$ cat src/rtl/char_fetch_arbiter_if.sv
// char_fetch_arbiter_if: CPU read request/response channel plus the single
// synchronous memory read port.
// Ports (signals):
//   cpu_req, cpu_addr          CPU read request, held until granted
//   cpu_gnt                    combinational grant
//   cpu_rdata, cpu_rvalid      CPU read return
//   mem_re, mem_addr           registered memory read command
//   mem_rdata                  memory read data, MEM_LATENCY after mem_re
// Modports:
//   slave  - the arbiter's view
//   master - the environment's view (CPU and memory)
interface char_fetch_arbiter_if #(
  parameter int unsigned ADDR_WIDTH = 32,
  parameter int unsigned WORD_SIZE  = 32
) ();

  logic                  cpu_req;
  logic [ADDR_WIDTH-1:0] cpu_addr;
  logic                  cpu_gnt;
  logic [WORD_SIZE-1:0]  cpu_rdata;
  logic                  cpu_rvalid;
  logic                  mem_re;
  logic [ADDR_WIDTH-1:0] mem_addr;
  logic [WORD_SIZE-1:0]  mem_rdata;

  modport slave (
    input  cpu_req, cpu_addr, mem_rdata,
    output cpu_gnt, cpu_rdata, cpu_rvalid, mem_re, mem_addr
  );

  modport master (
    output cpu_req, cpu_addr, mem_rdata,
    input  cpu_gnt, cpu_rdata, cpu_rvalid, mem_re, mem_addr
  );

endinterface

$ cat src/rtl/char_fetch_arbiter.sv
// char_fetch_arbiter: on each frame_start, streams BUF_WORDS words from
// CHAR_BASE into the display character buffer, sharing the one memory read
// port with CPU loads under a bounded-starvation priority rule. Every issued
// read carries a tag so its return goes to exactly one owner, in issue order.
// Ports:
//   clk, rst_n      clock, asynchronous active-low reset
//   bus             CPU request/response and memory read port (slave view)
//   frame_start     one-cycle pulse at vertical blank start
//   vga_wvalid      character-buffer write strobe
//   vga_widx        character-buffer word index
//   vga_wdata       character-buffer word (first character in the MSBs)
//   fetch_busy      high while a frame refill is in progress
//   frame_done      pulse with the last buffer write of a frame
//   overrun         pulse when frame_start arrives during a refill
module char_fetch_arbiter #(
  parameter int unsigned           WORD_SIZE    = 32,
  parameter int unsigned           ADDR_WIDTH   = 32,
  parameter logic [ADDR_WIDTH-1:0] CHAR_BASE    = '0,
  parameter int unsigned           BUF_WORDS    = 1200,
  parameter int unsigned           MEM_LATENCY  = 1,
  parameter int unsigned           STARVE_LIMIT = 4,
  localparam int unsigned          IDX_W        = (BUF_WORDS > 1) ? $clog2(BUF_WORDS) : 1
) (
  input  logic                 clk,
  input  logic                 rst_n,
  char_fetch_arbiter_if.slave  bus,
  input  logic                 frame_start,
  output logic                 vga_wvalid,
  output logic [IDX_W-1:0]     vga_widx,
  output logic [WORD_SIZE-1:0] vga_wdata,
  output logic                 fetch_busy,
  output logic                 frame_done,
  output logic                 overrun
);

  localparam int unsigned CNT_W = $clog2(BUF_WORDS + 1);
  localparam int unsigned STV_W = (STARVE_LIMIT > 0) ? $clog2(STARVE_LIMIT + 1) : 1;

  localparam logic [CNT_W-1:0] CNT_END    = CNT_W'(BUF_WORDS);
  localparam logic [CNT_W-1:0] LAST_ISSUE = CNT_W'(BUF_WORDS - 1);
  localparam logic [IDX_W-1:0] LAST_IDX   = IDX_W'(BUF_WORDS - 1);
  localparam logic [STV_W-1:0] STV_MAX    = STV_W'(STARVE_LIMIT);

  typedef enum logic [1:0] {
    IDLE  = 2'd0,
    FETCH = 2'd1,
    DRAIN = 2'd2
  } state_t;

  typedef struct packed {
    logic             valid;
    logic             vga;
    logic [IDX_W-1:0] idx;
  } tag_t;

  state_t           state_q;
  state_t           state_d;
  logic [CNT_W-1:0] issue_q;
  logic [STV_W-1:0] starve_q;
  logic             vga_pend;
  logic             cpu_win;
  logic             vga_win;
  tag_t             tag_q [MEM_LATENCY+1];
  tag_t             ret;

  // State register
  always_ff @(posedge clk or negedge rst_n) begin
    if (!rst_n) begin
      state_q <= IDLE;
    end else begin
      state_q <= state_d;
    end
  end

  // Arbitration and next state
  always_comb begin
    state_d  = state_q;
    vga_pend = 1'b0;
    cpu_win  = 1'b0;
    vga_win  = 1'b0;

    if (state_q == FETCH) begin
      vga_pend = (issue_q < CNT_END);
    end
    cpu_win = bus.cpu_req && (!vga_pend || (starve_q < STV_MAX));
    vga_win = vga_pend && !cpu_win;

    unique case (state_q)
      IDLE:    if (frame_start) state_d = FETCH;
      FETCH:   if (vga_win && (issue_q == LAST_ISSUE)) state_d = DRAIN;
      // frame_done is high while the last return is written; leave next cycle
      DRAIN:   if (frame_done) state_d = IDLE;
      default: state_d = IDLE;
    endcase
  end

  // Grant is forced low while reset is asserted
  assign bus.cpu_gnt = cpu_win & rst_n;
  assign fetch_busy  = (state_q != IDLE);

  // Issue and starvation counters, cleared whenever idle
  always_ff @(posedge clk or negedge rst_n) begin
    if (!rst_n) begin
      issue_q  <= '0;
      starve_q <= '0;
    end else if (state_q == IDLE) begin
      issue_q  <= '0;
      starve_q <= '0;
    end else if (vga_win) begin
      issue_q  <= issue_q + CNT_W'(1);
      starve_q <= '0;
    end else if (cpu_win && vga_pend && (starve_q < STV_MAX)) begin
      starve_q <= starve_q + STV_W'(1);
    end
  end

  // Memory read command
  always_ff @(posedge clk or negedge rst_n) begin
    if (!rst_n) begin
      bus.mem_re   <= 1'b0;
      bus.mem_addr <= '0;
    end else begin
      bus.mem_re <= cpu_win | vga_win;
      if (cpu_win) begin
        bus.mem_addr <= bus.cpu_addr;
      end else if (vga_win) begin
        bus.mem_addr <= CHAR_BASE + ADDR_WIDTH'(issue_q);
      end
    end
  end

  // Tag pipeline: stage k lines up with the read issued k cycles ago
  always_ff @(posedge clk or negedge rst_n) begin
    if (!rst_n) begin
      for (int unsigned i = 0; i <= MEM_LATENCY; i++) begin
        tag_q[i] <= '0;
      end
    end else begin
      tag_q[0] <= '{valid: cpu_win | vga_win,
                    vga:   vga_win,
                    idx:   vga_win ? IDX_W'(issue_q) : '0};
      for (int unsigned i = 1; i <= MEM_LATENCY; i++) begin
        tag_q[i] <= tag_q[i-1];
      end
    end
  end

  assign ret = tag_q[MEM_LATENCY];

  // Return routing: mem_rdata is valid exactly when the last tag stage is
  always_ff @(posedge clk or negedge rst_n) begin
    if (!rst_n) begin
      bus.cpu_rvalid <= 1'b0;
      bus.cpu_rdata  <= '0;
      vga_wvalid     <= 1'b0;
      vga_widx       <= '0;
      vga_wdata      <= '0;
      frame_done     <= 1'b0;
      overrun        <= 1'b0;
    end else begin
      bus.cpu_rvalid <= ret.valid & ~ret.vga;
      vga_wvalid     <= ret.valid & ret.vga;
      frame_done     <= ret.valid & ret.vga & (ret.idx == LAST_IDX);
      overrun        <= frame_start & (state_q != IDLE);
      if (ret.valid && !ret.vga) begin
        bus.cpu_rdata <= bus.mem_rdata;
      end
      if (ret.valid && ret.vga) begin
        vga_widx  <= ret.idx;
        vga_wdata <= bus.mem_rdata;
      end
    end
  end

endmodule

$ cat src/flat_wrapper.sv
// flat-port wrapper written by rule: the top's interface ports become plain ports
module char_fetch_arbiter_flat 
#(
  parameter int unsigned           WORD_SIZE    = 32,
  parameter int unsigned           ADDR_WIDTH   = 32,
  parameter logic [ADDR_WIDTH-1:0] CHAR_BASE    = '0,
  parameter int unsigned           BUF_WORDS    = 1200,
  parameter int unsigned           MEM_LATENCY  = 1,
  parameter int unsigned           STARVE_LIMIT = 4,
  localparam int unsigned          IDX_W        = (BUF_WORDS > 1) ? $clog2(BUF_WORDS) : 1
)
  (clk, rst_n, frame_start, vga_wvalid, vga_widx, vga_wdata, fetch_busy, frame_done, overrun, bus_cpu_req, bus_cpu_addr, bus_mem_rdata, bus_cpu_gnt, bus_cpu_rdata, bus_cpu_rvalid, bus_mem_re, bus_mem_addr);
  char_fetch_arbiter_if #(.ADDR_WIDTH(ADDR_WIDTH), .WORD_SIZE(WORD_SIZE)) bus_i ();
  input  logic clk;
  input  logic rst_n;
  input  logic frame_start;
  output logic vga_wvalid;
  output logic [IDX_W-1:0] vga_widx;
  output logic [WORD_SIZE-1:0] vga_wdata;
  output logic fetch_busy;
  output logic frame_done;
  output logic overrun;
  input wire logic [$bits(bus_i.cpu_req)-1:0] bus_cpu_req;
  input wire logic [$bits(bus_i.cpu_addr)-1:0] bus_cpu_addr;
  input wire logic [$bits(bus_i.mem_rdata)-1:0] bus_mem_rdata;
  output wire logic [$bits(bus_i.cpu_gnt)-1:0] bus_cpu_gnt;
  output wire logic [$bits(bus_i.cpu_rdata)-1:0] bus_cpu_rdata;
  output wire logic [$bits(bus_i.cpu_rvalid)-1:0] bus_cpu_rvalid;
  output wire logic [$bits(bus_i.mem_re)-1:0] bus_mem_re;
  output wire logic [$bits(bus_i.mem_addr)-1:0] bus_mem_addr;
  assign bus_i.cpu_req = bus_cpu_req;
  assign bus_i.cpu_addr = bus_cpu_addr;
  assign bus_i.mem_rdata = bus_mem_rdata;
  assign bus_cpu_gnt = bus_i.cpu_gnt;
  assign bus_cpu_rdata = bus_i.cpu_rdata;
  assign bus_cpu_rvalid = bus_i.cpu_rvalid;
  assign bus_mem_re = bus_i.mem_re;
  assign bus_mem_addr = bus_i.mem_addr;
  char_fetch_arbiter #(.WORD_SIZE(WORD_SIZE), .ADDR_WIDTH(ADDR_WIDTH), .CHAR_BASE(CHAR_BASE), .BUF_WORDS(BUF_WORDS), .MEM_LATENCY(MEM_LATENCY), .STARVE_LIMIT(STARVE_LIMIT)) u_core (.clk(clk), .rst_n(rst_n), .bus(bus_i), .frame_start(frame_start), .vga_wvalid(vga_wvalid), .vga_widx(vga_widx), .vga_wdata(vga_wdata), .fetch_busy(fetch_busy), .frame_done(frame_done), .overrun(overrun));
endmodule
$ cat config.mk
export PLATFORM = sky130hd
export DESIGN_NAME = char_fetch_arbiter_flat
export DESIGN_NICKNAME = d
export VERILOG_FILES = /design/src/rtl/char_fetch_arbiter_if.sv /design/src/rtl/char_fetch_arbiter.sv /design/src/flat_wrapper.sv
export SDC_FILE = /design/constraint.sdc
export NUM_CORES = 1
export LEC_CHECK = 0
export BUFFER_PORTS_ARGS = -buffer_cell sky130_fd_sc_hd__buf_2
export CAP_MARGIN = 20
export CORE_UTILIZATION = 45
export CTS_CLUSTER_DIAMETER = 150
export CTS_CLUSTER_SIZE = 40
export DETAILED_ROUTE_END_ITERATION = 12
export PLACE_DENSITY = 0.83
export SYNTH_ARGS = -nofsm -noshare
export SYNTH_HDL_FRONTEND = slang
export SYNTH_SLANG_ARGS = --single-unit
$ cat constraint.sdc
create_clock -name clk -period 2 [get_ports clk]
set_clock_uncertainty 0.15 [all_clocks]
set_input_delay 0.3 -clock clk [delete_from_list [all_inputs] [get_ports clk]]
set_output_delay 0.3 -clock clk [all_outputs]
set_load 0.005 [all_outputs]
Word level (Yosys, flattened, before mapping). Cells that the tools add are included. W data, S select, Z words.

Flip-flop bits (word level): 153. Bits in latches: 0. RAM bits: 0. Bits in read-only memories: 0. Input bits: 68. Output and inout bits: 114. Word-level logic and storage cells: 65. Memories kept: 0.

$add $sub $neg: 2. Multipliers: 0. Div/mod/pow operators: 0. Magnitude comparators: 2. Equal/unequal tests: 7. Shift operators: 0. Mux-type cells: 13. Bitwise gates (word level): 7. Reductions and logical operators: 17.

Operators with widths (number): $mux W32 (2); $mux W11 (3); $eq A11 B11 Y1 const B (2); $add A11 B1 Y11 const B (1); $lt A11 B11 Y1 const B (1); $mux W3 (3); $logic_and A1 B1 Y1 (7); $mux W2 (3); $pmux W2 S3 (1); $reduce_bool A2 Y1 (3); $and A1 B1 Y1 (5); $ne A2 B2 Y1 const B (2); $add A3 B1 Y3 const B (1); $logic_not A1 Y1 (3); $lt A3 B3 Y1 const B (1); $reduce_and A3 Y1 (1); $reduce_bool A3 Y1 (1); $eq A2 B1 Y1 const B (1); $eq A2 B2 Y1 const B (1); $logic_not A2 Y1 (1); $ne A2 B1 Y1 const B (1); $logic_or A1 B1 Y1 (1); $mux W1 (1); $not A1 Y1 (1); $or A1 B1 Y1 (1).

Logic depth before layout (Yosys ltp). Gate-level depths: netlist of the first run.

Word-level depth: 10. Mapped depth: 8. Mapped depth without buffers: 5.

Worst setup path before layout of the first run. OpenSTA, ideal clock, no wires.

Path kind: register to register. Start point: register u_core.issue_q[6]. End point: register u_core.issue_q[8]. Library setup time: 0.078 ns. Arrival time: 1.889 ns. Required time: 1.772 ns. Path slack: -0.117 ns. Stages on the path, launching flop included: 6. Buffers on the path: 1. Clock period less this slack: 2.117 ns. Path through: dfrtp_1 > a211o_1 > a2111o_1 > buf_2 > or4_1 > a21oi_1.

Word-level cells in the longest chain between the ends: 8. Elaborated cells between the ends (all ways): 11. Classes of those cells: add/sub (1); order compare (1); mux (3); reduce/logical (6).

RTL lines: start: declaration (line char_fetch_arbiter.sv:58) `logic [CNT_W-1:0] issue_q;`; start signal: assignment (line char_fetch_arbiter.sv:110) `issue_q <= issue_q + CNT_W'(1);`; $lt A11 B11 Y1 (line char_fetch_arbiter.sv:83) `vga_pend = (issue_q < CNT_END);`; $mux W1 (line char_fetch_arbiter.sv:82) `if (state_q == FETCH) begin`; $logic_not A1 Y1 (line char_fetch_arbiter.sv:85) `cpu_win = bus.cpu_req && (!vga_pend || (starve_q < STV_MAX));`; $logic_or A1 B1 Y1 (line char_fetch_arbiter.sv:85); $logic_and A1 B1 Y1 (line char_fetch_arbiter.sv:85); $logic_not A1 Y1 (line char_fetch_arbiter.sv:86) `vga_win = vga_pend && !cpu_win;`; $logic_and A1 B1 Y1 (line char_fetch_arbiter.sv:86); $reduce_bool A2 Y1 (no line).

Several ways; a longest one is shown, not always the timed one. The select of a mux whose other input is x is not followed. A chain may end at the register's enable or synchronous reset.

Final worst setup path of the first run.
Start point: register u_core.issue_q[7]. End point: register u_core.issue_q[6].

Word-level cells in the longest chain between the ends: 8.

RTL lines (line): $lt A11 B11 Y1 (*) (char_fetch_arbiter.sv:83); $mux W1 (*) (char_fetch_arbiter.sv:82); $logic_not A1 Y1 (char_fetch_arbiter.sv:85); $logic_or A1 B1 Y1 (char_fetch_arbiter.sv:85); $logic_and A1 B1 Y1 (char_fetch_arbiter.sv:85); $logic_not A1 Y1 (char_fetch_arbiter.sv:86); $logic_and A1 B1 Y1 (*) (char_fetch_arbiter.sv:86); $reduce_bool A2 Y1 (no line) (*).

Every way passes the cells marked *; elsewhere a longest branch is shown, timed or not.

==> impl_metrics.py, run 1 <==
metrics = {
    "grt": {
        "grt_max_degree": 154,
        "busiest_layer": "met2",
        "gr-usage-met1": 0.256,
        "grtUsageMet3": 0.0654,
        "grt.overflow.total": 0,
        "antenna_found_initial": 0,
        "track_usage": 0.229,
        "grt_pass1_vias": 4504,
        "met2_usage": 0.408,
        "grt_pass1_wl_um": 22300,
    },
    "power": {
        "ir_drop_mv": 0.653,
        "pwr_density_cell_nw_per_um2": 1040,
        "design_power_total_uw": 8670,
        "cellLeakagePower_uw": 0.00408,
    },
    "outcome": {
        "status": "complete, but fails checks",
        "violations": "setup timing",
    },
    "detailed_routing": {
        "wl_um": 14800,
        "drc": 0,
        "vias": 4281,
        "vias_per_cell": 5.16,
        "drt_pass1_iterations": 4,
        "drt-wirelength-per-cell_um": 17.9,
        "drtIter0Drc": 233,
        "drt.antenna.violating_nets": 0,
    },
    "floorplanning": {
        "num_rows": 40,
        "die_w_um": 114,
        "die_area_um2": 12900,
        "io_pins": 182,
        "die_h_um": 114,
        "core_um2": 12100,
        "start_util": 0.464,
    },
    "critical_path": {
        "cp_data_arrival_time_ns": 2.50,
        "ff2ff_setup_slack_ns": -0.30,
        "path_class": "flop to flop",
        "timing.rr.start": "u_core.issue_q[7]",
        "worstSetupStartpointType": "flop",
        "crit_path_end_kind": "flop",
        "worstPathMaxFanout": 6,
        "ff2ff_path_depth": 5,
        "cp.required_ns": 2.20,
        "timing.rr.end": "u_core.issue_q[6]",
    },
    "timing": {
        "tightest_slew_ns": 0.852,
        "hold_slack_ns": 0.195,
        "fin_ws_ns": -0.301,
        "fin_crit_sh": 1.15,
        "setup_violations": 45,
        "max_freq_ghz": 0.435,
        "period_needed_ns": 2.30,
        "hold_viol_final": 0,
        "rsz0062_at_grt": "yes",
        "maxSlewHeadroom": 0.432,
        "timing.final.max_slew_violations": 0,
    },
    "clock_tree": {
        "cts_max_level": 4,
        "clkSlewWorstSetupHoldPaths_ns": 0.06,
        "cts_buffer_depth": 2,
        "numCtsBuffers": 17,
        "clockRootBuffer": "clkbuf_16",
        "clock-sinks": 153,
        "clk_latency_ns": 0.42,
        "cts_tree": "built",
    },
    "synth": {
        "synth_cells": 368,
        "synth.distinct_cells": 38,
        "yosys_warnings": 0,
        "synth.net_count": 438,
        "syn_avg_cell_area_um2": 15.2,
        "ys_ff_latch": 153,
        "synth_area_um2": 5600,
        "synth_seq_area_share": 0.684,
    },
    "placement": {
        "dp_slack_ns": -0.0782,
        "routabilityCongestion": 0.839,
        "port_buffers": 181,
        "place_hpwl_um": 8550,
        "placed_area_um2": 6880,
    },
    "min_path": {
        "hold_end": "u_core.ret[10]",
        "holdCritStartpoint": "u_core.tag_q[23]",
        "hold_depth": 0,
        "min_path_type": "flop to flop",
    },
    "layout": {
        "nets": 720,
        "antenna_cells": 0,
        "fillers": 788,
        "syn_to_final_growth_pct": 49.6,
        "final_common_cell": "buf_2",
        "stdcell_area_um2": 8370,
        "final_layout_size_suffix_gt1_frac": 0.523,
        "final_cell_mix": "180 x buf_2, 153 x dfrtp_1, 75 x mux2_2",
    },
    "flow_run": {
        "max_cap_viol_count": 0,
    },
}
-- cell usage after synthesis --
master | instances | area, µm²
a41o_1 | 1 | 10.0
a211o_1 | 1 | 8.76
a21o_1 | 1 | 7.51
nand3_1 | 5 | 25.0
xnor2_1 | 2 | 17.5
a2111o_1 | 1 | 11.3
a211oi_2 | 1 | 12.5
nor3b_1 | 1 | 7.51
nand2b_1 | 2 | 12.5
nor3_1 | 4 | 20.0
nand4_1 | 3 | 18.8
mux2_2 | 75 | 845
buf_4 | 2 | 15.0
o211ai_1 | 1 | 7.51
or4b_2 | 1 | 10.0
nand4b_1 | 1 | 8.76
mux2i_1 | 3 | 30.0
nand2_1 | 11 | 41.3
a22o_1 | 21 | 184
a221o_1 | 11 | 110
a21boi_1 | 1 | 7.51
and2_1 | 11 | 68.8
nor2b_1 | 3 | 18.8
or4_1 | 2 | 15.0
a211oi_1 | 1 | 7.51
a31o_2 | 1 | 8.76
and4_1 | 2 | 17.5
buf_2 | 1 | 5.00
inv_1 | 5 | 18.8
nor2_1 | 9 | 33.8
ha_1 | 2 | 25.0
nor4bb_1 | 1 | 10.0
dfrtp_1 | 153 | 3830
o31ai_1 | 3 | 22.5
a21oi_1 | 8 | 40.0
inv_2 | 1 | 3.75
clkbuf_1 | 15 | 56.3
nor4_1 | 1 | 6.26
-- worst max-delay path by stage --
stage / cells after the start / endpoint / start / slack (ns)
floorplan: 5 / u_core.issue_q[6] / u_core.issue_q[7] / -0.07
global placement: 4 / u_core.issue_q[6] / u_core.issue_q[7] / -0.02
detailed placement: 5 / u_core.bus.mem_addr[28] / u_core.issue_q[7] / -0.08
CTS: 5 / bus_cpu_gnt / u_core.issue_q[6] / -0.29
global route: 5 / u_core.issue_q[6] / u_core.issue_q[7] / -0.35
finish: 5 / u_core.issue_q[6] / u_core.issue_q[7] / -0.30
-- sequential cells by signal (all words and copies together) (netlist names) --
| signal | flops |
|---|---|
| u_core.state_q | 2 |
| u_core.bus.mem_re | 1 |
| u_core.frame_done | 1 |
| u_core.bus.mem_addr | 32 |
| u_core.vga_wvalid | 1 |
| u_core.overrun | 1 |
| u_core.starve_q | 3 |
| u_core.bus.cpu_rdata | 32 |
| u_core.vga_wdata | 32 |
| u_core.bus.cpu_rvalid | 1 |
| u_core.issue_q | 11 |
| u_core.tag_q | 12 |
| u_core.ret | 13 |
| u_core.vga_widx | 11 |
-- worst max-delay path, stage by stage (launching register included) --
cell and delay, ns:
dfrtp_1 0.42, a211o_1 0.32, buf_4 0.15, a2111o_1 0.50, or4_1 0.54, a21oi_1 0.15
-- repair_timing --
action,in CTS,in global routing
hold buffers,65,1
endpoints found under the hold margin,248,1
cloned,1,3
gates resized for setup,18,15
pin swaps,11,18
buffers inserted,7,3
endpoints found under the setup margin,26,51
-- stage by stage --
step / util / cells / setup TNS, ns
after floorplan: - / 368 / -0.115
after global placement: 0.571 / 721 / -0.0172
after detailed placement: 0.571 / 721 / -0.755
after CTS: 0.684 / 824 / -4.38
after global routing: 0.694 / 830 / -7.06
final: 0.694 / 830 / -4.45
-- cell type report --
class	instances	area [µm²]	share of cell area
clock buffer	19	443	0.0529
clock inverter	12	151	0.0181
inverter	6	25.0	0.00299
multi-input combinational	193	1780	0.212
sequential	153	3830	0.457
tap	168	210	0.0251
timing repair buffer	279	1930	0.231
-- metal layers --
layer	part of all wire	wire length, µm	vias to the layer above
li1	-	-	1907
met1	0.38	5600	2143
met2	0.53	7850	190
met3	0.062	927	41
met4	0.031	456	0
met5	0	0	-
-- cells by family after synthesis --
logic type	after synthesis	share of synthesized area
flops	153	0.684
xor+xnor	2	0.00313
compound gates	52	0.0783
mux	78	0.156
buf+inv	24	0.0177
simple gates	57	0.0561
fa+ha+maj	2	0.00447
-- power by group --
group	leakage (µW)	internal (µW)	switching, µW
clock	0.000277	1980	1230
combinational	0.00193	872	691
sequential	0.00188	3580	319
Note: power is estimated with default switching activity, not from simulation.
==> run 2, diff against run 1 <==
--- a/config.mk
+++ b/config.mk
@@ -5,13 +5,14 @@
 export SDC_FILE = /design/constraint.sdc
 export NUM_CORES = 1
 export LEC_CHECK = 0
+export ABC_AREA = 1
 export BUFFER_PORTS_ARGS = -buffer_cell sky130_fd_sc_hd__buf_2
 export CAP_MARGIN = 20
-export CORE_UTILIZATION = 45
+export CORE_UTILIZATION = 46
 export CTS_CLUSTER_DIAMETER = 150
 export CTS_CLUSTER_SIZE = 40
 export DETAILED_ROUTE_END_ITERATION = 12
-export PLACE_DENSITY = 0.83
+export PLACE_DENSITY = 0.84
 export SYNTH_ARGS = -nofsm -noshare
 export SYNTH_HDL_FRONTEND = slang
 export SYNTH_SLANG_ARGS = --single-unit
==> run 2 against run 1 <==
Compared with the run above: the run now ends clean; global-route usage down 0.65 points; sequential power down 7.2%; worst setup slack better by 0.37 ns; cell count up 25%; power down 13%; critical path type is now flop to output port.
==> impl_metrics.py, run 2 <==
metrics = {
    "outcome": {
        "status": "finished, final reports clean",
    },
    "placement": {
        "placed_area_um2": 7030,
        "place_hpwl_um": 9380,
        "routabilityCongestion": 0.866,
        "port_buffers": 181,
        "placed_cells": 960,
    },
    "detailed_routing": {
        "drt.antenna.violating_nets": 0,
        "vias_per_cell": 4.92,
        "drc": 0,
        "drt_pass1_iterations": 5,
        "drt-wirelength-per-cell_um": 14.3,
        "wl_um": 14900,
        "vias": 5116,
        "drtIter0Drc": 462,
    },
    "floorplanning": {
        "io_pins": 182,
        "die_w_um": 116,
        "die_h_um": 116,
        "core_um2": 12600,
        "num_rows": 41,
        "die_area_um2": 13400,
        "start_util": 0.471,
    },
    "synth": {
        "synth.most_common_cell": "nand2_1",
        "synth_area_leaders": "dfrtp_1 64%, nand2_1 11%, o21ai_0 6.1%",
        "syn_avg_cell_area_um2": 9.57,
        "synth_cells": 622,
        "synth_edf_count": 0,
        "synth_area_um2": 5950,
        "synth_seq_area_share": 0.644,
        "ys_ff_latch": 153,
        "synth_flop_cell": "dfrtp_1",
        "synth_top_area_share": 0.644,
        "yosys_warnings": 0,
        "postSynth.asyncResetShare": 1.00,
        "synthTopCellsByCount": "180 x nand2_1, 153 x dfrtp_1, 72 x o21ai_0",
        "synth.distinct_cells": 26,
        "yosysTopAreaCell": "dfrtp_1",
        "synth.net_count": 692,
    },
    "clock_tree": {
        "clk_latency_ns": 0.41,
        "cts_tree": "built",
        "clock-sinks": 153,
        "clockRootBuffer": "clkbuf_16",
        "cts_buffer_depth": 2,
        "clkSlewWorstSetupHoldPaths_ns": 0.06,
        "cts_max_level": 4,
        "numCtsBuffers": 17,
    },
    "power": {
        "ir_drop_mv": 0.450,
        "internal-power_uw": 5590,
        "sw_frac_of_total": 0.258,
        "p_sw_uw": 1940,
        "pwr-share-comb": 0.132,
        "pwr_density_cell_nw_per_um2": 933,
        "power_frac_clock": 0.388,
        "seq_power_share": 0.480,
        "cellLeakagePower_uw": 0.00432,
    },
    "critical_path": {
        "crit_path_end_kind": "output port",
        "path_class": "flop to output port",
        "cp.depth": 7,
        "ff2ff_path_depth": 7,
        "crit_slowest_cell": "dfrtp_2",
        "path_cells": "nand2_2 -> nor2_4 -> nor2_4 -> nand3_2 -> nand2_2 -> nor2_2 -> buf_2",
        "critPathBufInv": 1,
        "worstSetupStartpointType": "flop",
        "cp_data_arrival_time_ns": 1.48,
        "worstPathMaxFanout": 5,
        "max_stage_delay_ns": 0.44,
        "cp.required_ns": 1.55,
        "worst_path_dominant_cell_family": "simple AND/OR/NAND/NOR gates",
    },
    "grt": {
        "grt.overflow.total": 0,
        "grt_max_degree": 96,
        "antenna_found_initial": 0,
        "grt_pass1_wl_um": 22800,
        "track_usage": 0.223,
        "grt_pass1_vias": 4731,
    },
    "timing": {
        "hold_viol_final": 0,
        "setup_violations": 0,
        "hold_slack_ns": 0.0156,
        "timing.final.max_slew_violations": 0,
        "max_freq_ghz": 0.519,
        "maxSlewHeadroom": 0.412,
        "tightest_slew_ns": 0.880,
        "rsz0062_at_grt": "yes",
        "fin_crit_sh": 0.964,
        "period_needed_ns": 1.93,
    },
    "layout": {
        "final_layout_size_suffix_gt1_frac": 0.293,
        "syn_to_final_growth_pct": 35.6,
        "finalNonFillerCells": 1040,
        "final_cell_mix": "180 x buf_2, 176 x nand2_1, 148 x dfrtp_1",
        "fin_util": 0.639,
        "reg_top3": "u_core.bus.cpu_rdata: 32 flops, u_core.bus.mem_addr: 32 flops, u_core.vga_wdata: 32 flops",
        "nets": 925,
        "antenna_cells": 0,
        "final_common_cell": "buf_2",
        "stdcell_area_um2": 8070,
        "fillers": 1020,
    },
    "min_path": {
        "min_path_type": "input pin to flop",
        "hold_depth": 3,
    },
    "flow_run": {
        "max_cap_viol_count": 0,
    },
}
[run 2: changes by cell type after synthesis, sizes merged, moves of 19 or more]
cell and delta:
nand2 +173, mux2 -75, o21ai +74, inv +57, nand3 +50, a22o -21, nor2 +19
[run 2: cells by family after synthesis]
group | after synthesis | synth area share
and+or+nand+nor | 299 | 0.220
adders and majority gates | 2 | 0.00421
xor gates and xnor gates | 1 | 0.00147
AOI/OAI and AO/OA | 75 | 0.0631
DFF | 153 | 0.644
buffers and inverters | 92 | 0.0673
[run 2: tightest hold or removal path, delay by kind of cell]
family | cells | cell delay (ns)
compound gates | 1 | 0.07
buf+inv | 2 | 0.15
[run 2: path summary, 6_finish.rpt]
kind | start | to | slack, ns
min in group asynchronous | rst_n | u_core.bus.cpu_rdata[10] | 0.14
worst max-delay path | u_core.issue_q[7] | bus_cpu_gnt | 0.07
worst min register to register | u_core.tag_q[16] | u_core.ret[3] | 0.20
worst min-delay path | bus_mem_rdata[4] | u_core.bus.cpu_rdata[4] | 0.02
worst max register to register | u_core.issue_q[0] | u_core.issue_q[8] | 0.20
max in group asynchronous | rst_n | u_core.vga_wdata[18] | 0.78
[run 2: power by group through the flow]
stage / Sequential (µW) / Clock (µW) / Combinational (µW)
2_1_floorplan: 3660 / 0 / 407
3_3_place_gp: 3650 / 0 / 883
3_5_place_dp: 3660 / 0 / 905
4_1_cts: 3620 / 2990 / 972
5_1_grt: 3650 / 3150 / 1120
6_report: 3620 / 2920 / 992
[run 2: cell type report]
cell class              instances  area, µm²  area share
flip-flops and latches        153       3830       0.475
multi-input cells             377       1740       0.216
repair buffers                242       1490       0.184
clock buffers                  20        447      0.0554
inverters                      64        240      0.0298
well taps                     172        215      0.0267
clock inverters                12        103      0.0127
[run 2: per-layer routing]
metal / wire [µm] / global-route usage / share of wire / up-vias
li1: - / - / - / 2449
met1: 6400 / 0.283 / 0.43 / 2428
met2: 7160 / 0.371 / 0.48 / 223
met3: 1170 / 0.0596 / 0.079 / 16
met4: 148 / 0.0744 / 0.0099 / 0
met5: 0 / 0 / 0 / -
[run 2: through the flow]
step	worst slack [ns]	TNS (ns)	total power (µW)
after floorplan	0.550	0	4070
after global placement	0.323	0	4540
after detailed placement	0.320	0	4570
after CTS	0.000542	0	7580
after global routing	-0.0277	-0.0277	7920
final	0.0725	0	7530
[run 2: timing repair]
item / in CTS / in global routing
hold endpoints to repair: 198 / 0
buffers inserted: 0 / 6
hold buffers: 42 / 0
setup endpoints to repair: 1 / 1
gates resized for setup: 1 / 10
pin swaps: 0 / 7
